`src/rtl/exec_control_unit.sv`:
```
// Decode, adder and step-clock divider slice of the 8-bit teaching CPU.
// Control and datapath outputs are purely combinational on the inputs.
module exec_control_unit #(
  parameter int HALF_PERIOD = 25000000,
  parameter int CNT_W       = 32
) (
  input  logic       clk_in,
  input  logic       reset,
  input  logic [7:0] instruction,
  input  logic [7:0] reg_data1,
  input  logic [7:0] reg_data2,
  output logic       clk_out,
  output logic       reg_dst,
  output logic       reg_write,
  output logic       alu_src,
  output logic       branch,
  output logic       mem_read,
  output logic       mem_write,
  output logic       mem_to_reg,
  output logic       alu_op,
  output logic [7:0] imm,
  output logic [1:0] write_reg,
  output logic [7:0] alu_result
);

  typedef enum logic [1:0] {
    OP_ADD   = 2'b00,
    OP_LOAD  = 2'b01,
    OP_STORE = 2'b10,
    OP_JUMP  = 2'b11
  } opcode_e;

  localparam logic [CNT_W-1:0] CNT_LAST =
    CNT_W'(HALF_PERIOD - 1);

  logic [CNT_W-1:0] cnt;
  logic             wrap;
  opcode_e          op;
  logic [1:0]       rt;
  logic [1:0]       rd;
  logic [7:0]       operand2;

  assign wrap = (cnt == CNT_LAST);

  always_ff @(posedge clk_in or posedge reset) begin
    if (reset) begin
      cnt     <= '0;
      clk_out <= 1'b0;
    end else if (wrap) begin
      cnt     <= '0;
      clk_out <= ~clk_out;
    end else begin
      cnt     <= cnt + 1'b1;
    end
  end

  assign op = opcode_e'(instruction[7:6]);
  assign rt = instruction[3:2];
  assign rd = instruction[1:0];

  always_comb begin
    reg_dst    = 1'b0;
    reg_write  = 1'b0;
    alu_src    = 1'b0;
    branch     = 1'b0;
    mem_read   = 1'b0;
    mem_write  = 1'b0;
    mem_to_reg = 1'b0;
    alu_op     = 1'b0;
    unique case (op)
      OP_ADD: begin
        reg_dst   = 1'b1;
        reg_write = 1'b1;
        alu_op    = 1'b1;
      end
      OP_LOAD: begin
        reg_write  = 1'b1;
        alu_src    = 1'b1;
        mem_read   = 1'b1;
        mem_to_reg = 1'b1;
      end
      OP_STORE: begin
        alu_src   = 1'b1;
        mem_write = 1'b1;
      end
      OP_JUMP: begin
        branch = 1'b1;
      end
      default: ;
    endcase
  end

  // two-bit immediate field gives the -2..+1 offset range
  assign imm = {{6{instruction[1]}}, instruction[1:0]};

  assign write_reg  = reg_dst ? rd : rt;
  assign operand2   = alu_src ? imm : reg_data2;
  assign alu_result = reg_data1 + operand2;

endmodule

```
`config.mk`:
```
export PLATFORM = sky130hd
export DESIGN_NAME = exec_control_unit
export DESIGN_NICKNAME = d
export VERILOG_FILES = /design/src/rtl/exec_control_unit.sv
export SDC_FILE = /design/constraint.sdc
export NUM_CORES = 1
export LEC_CHECK = 0
export ABC_AREA = 1
export ABC_CLOCK_PERIOD_IN_PS = 8200
export CAP_MARGIN = 10
export CELL_PAD_IN_SITES_DETAIL_PLACEMENT = 2
export CELL_PAD_IN_SITES_GLOBAL_PLACEMENT = 2
export CORE_ASPECT_RATIO = 1.5
export CORE_MARGIN = 3
export CORE_UTILIZATION = 30
export CTS_CLUSTER_DIAMETER = 120
export DETAILED_ROUTE_END_ITERATION = 10
export GPL_TIMING_DRIVEN = 0
export MAX_ROUTING_LAYER = met4
export PLACE_DENSITY_LB_ADDON = 0.08
export SLEW_MARGIN = 20
export SYNTH_ARGS = -nofsm -noshare
export SYNTH_HDL_FRONTEND = slang
export SYNTH_SLANG_ARGS = --single-unit
```
`constraint.sdc`:
```
create_clock -name clk_in -period 8.2 [get_ports clk_in]
set_clock_uncertainty 0.15 [all_clocks]
set_input_delay 1.64 -clock clk_in [delete_from_list [all_inputs] [get_ports clk_in]]
set_output_delay 1.64 -clock clk_in [all_outputs]
set_load 0.02 [all_outputs]
```
==> metrics <==
initial antenna violation count=0; Synth top area share=30.93%; Tcrit/Tclk final=a little over 80%; Clock Tree Buf Depth=2; Max rail drop VDD=0.1330 mV; yosys warns=0; commonest non-fill, non-tap cells in the layout=nand2_1 (124), nor2_1 (80), inv_1 (62), clkdlybuf4s50_1 (50), dfrtp_1 (33); critical path class=primary input to output port; Post-CTS Hold Fix Bufs=0; endpoints failing setup=0; Port Buf Inserts=50; Post-DP Area=0.003304 sq mm; H-tree levels=2; fin nets=between 500 and 600; CTS buffer count=5; Clock Latency Late Sink=between 0.2 and 0.3 ns; startpoint types=primary input; gr ovfl total=0; Cell Chain, Critical Path=clkdlybuf4s50_1, inv_1, ha_1, buf_2, inv_1, nor2_1, nor2_1, ha_1, a21oi_1, nand2_1, a21oi_1, xnor2_1, clkdlybuf4s50_1; Global Route Usage Sum=roughly a fifth; CP top delay family=buffers and inverters; vias=~2,700; Hold WC Path Type=flip-flop to flip-flop; Largest stage delay, worst path=approximately 0.63 ns; setup TNS=0 ns; synthesized area per cell=about 6.6 sq um; Post CTS Setup Buffer Count=0; largest net degree at the start of global routing=34; Final Cell Area=0.003462 sq mm; met2 WL=4897 um; combinational family with the most area after synthesis=simple AND/OR/NAND/NOR gates; Area contributors post-synth=dfrtp_1 (31%), nand2_1 (17%), nor2_1 (11%); Critical path buffers and inverters=5; Hold Vio Cnt, Final=0; Area Overhead vs Synth=29.66%; Slew headroom=approximately 50%; Detail Route Antenna Nets=0; post-route minimum period=about 6.6 ns; status=completed; WHS Path Cells=1; WP depth=13; post-layout util=just over 40%; Leak=roughly 1.7 nW; max-slew violations=0; Clock Sinks=33; R2R cell count=7; first-pass GRT wire length=roughly 15,000 um; vias in the first global route=a little under 3,000; M1 WL=3075 um; Compound-Gate Fraction of Synth Area=between 2 and 2.5%; drt first pass iters=3; Vert. Die Dim=between 100 and 150 um; CP max stage cell=clkdlybuf4s50_1; Critical Path RT=roughly 6.4 ns; register area share after synthesis=between 30% and 40%; final WL=around 8500 um; Reg clk slew, reported paths=around 0.050 ns; Max Cap Viol=0; Critical Path Fanout Max=8; cell count after synthesis=between 400 and 500; Core Rows=41; GP Congestion=between 0.8 and 0.9; measured slew at the worst slew-check pin=between 0.7 and 0.8 ns; share of cells above drive strength 1=about a tenth; met3 wire length=~320 um; Starting DRT DRC Count=47; f_max=about 150 MHz; #FFs+latches synth=33; drt drc=0; mapped cell area=around 0.0027 sq mm; die area=slightly above 0.01 sq mm; worst reg-to-reg setup slack=between 6 and 7 ns; post-synth top area cell=dfrtp_1; post-synthesis adder-cell area fraction=between 6 and 7%; Top Layer Used=met4; pwr dens=roughly 140 mW/mm^2; ANT cells=0; number of gates resized after CTS=0; CTS root buf=clkbuf_16; post-synthesis cell type count=28; I/O pin cnt=53; unrepaired setup endpoints after global routing=no; Worst setup EP type=output port; Synth Area in Simple Gates=around 41%; critical path data arrival time=roughly 4.8 ns; Die X=between 80 and 90 um; vias per inst=~4.7; xor/xnor share of the synthesized area=under 10%; CTS tree=built; Routed WL per cell=14.98 um; initial cell density of the core=a little under a third; core area=0.008516 sq mm; multiplexer area fraction after synthesis=0%; Mapped Nets=444; dpl hpwl=6966 um; leading cell type in the layout, fill and taps excluded=nand2_1
## cell families (layout without fill, tap and decap cells)
family / Yosys count / after routing
buffers and inverters: 75 / 133
DFF: 33 / 33
xor gates and xnor gates: 20 / 20
adders and majority gates: 14 / 14
and+or+nand+nor: 252 / 252
AOI/OAI and AO/OA: 10 / 10
## Yosys cell counts
library cell and count:
nand2_1 124, nor2_1 80, inv_1 63, dfrtp_1 33
nand3_1 22, xor2_1 16, ha_1 13, buf_4 10
nor2_2 7, nand2_2 5, nor2_4 5, a21oi_1 4
xnor2_1 4, nand4_1 2, nor3_2 2, o21bai_1 2
a21boi_0 1, a31oi_1 1, buf_2 1, buf_6 1
fa_1 1, nand3b_1 1, nand4_4 1, nor2_8 1
nor3_1 1, o21ai_0 1, o21ai_1 1, or2_2 1
## area by class of cell
cell class / count / area (sq um)
inverter: 63 / 236.5
timing repair buffer: 50 / 500.5
multi-input combinational: 296 / 1516
clock buffer: 7 / 152.6
clock inverter: 1 / 5.005
fill: 1054 / 5054
tap: 107 / 133.9
buffer: 12 / 91.34
sequential: 33 / 825.8
## registers in the layout (all words and copies together), names as in the netlist
register,cells
clk_out,1
cnt,32
## per-layer routing
metal	vias to the layer above	GRT usage (%)
met3	19	3.789
met1	1300	17.68
li1	1310	-
met5	-	-
met2	54	36.75
met4	0	6.953
## through the flow
stage | worst slack [ns] | instances | total power (W) | hold slack (ns)
after floorplan | 2.731 | 404 | 0.0002326 | 0.2795
after global placement | 1.559 | 561 | 0.0002853 | 0.3036
after detailed placement | 1.480 | 561 | 0.0002881 | 0.3172
after CTS | 1.471 | 569 | 0.0004950 | 0.3243
after global routing | 1.159 | 569 | 0.0005078 | 0.3540
final | 1.570 | 569 | 0.0004838 | 0.3177
## where the power goes
group / internal, W / total, W / switching, W
sequential: 0.000163 / 0.000163 / 0
combinational: 0.0000582 / 0.000120 / 0.0000617
clock: 0.000129 / 0.000201 / 0.0000723
## final timing paths
| path | from | end |
|---|---|---|
| max in group asynchronous | reset | cnt[20]$_DFF_PP0_ |
| setup / recovery | instruction[7] | alu_result[5] |
| min in group asynchronous | reset | cnt[29]$_DFF_PP0_ |
| setup reg to reg | cnt[0]$_DFF_PP0_ | cnt[22]$_DFF_PP0_ |
| hold reg to reg | cnt[0]$_DFF_PP0_ | cnt[0]$_DFF_PP0_ |
| hold / removal | cnt[0]$_DFF_PP0_ | cnt[0]$_DFF_PP0_ |
No activity file was read; power rests on OpenSTA's default activity.
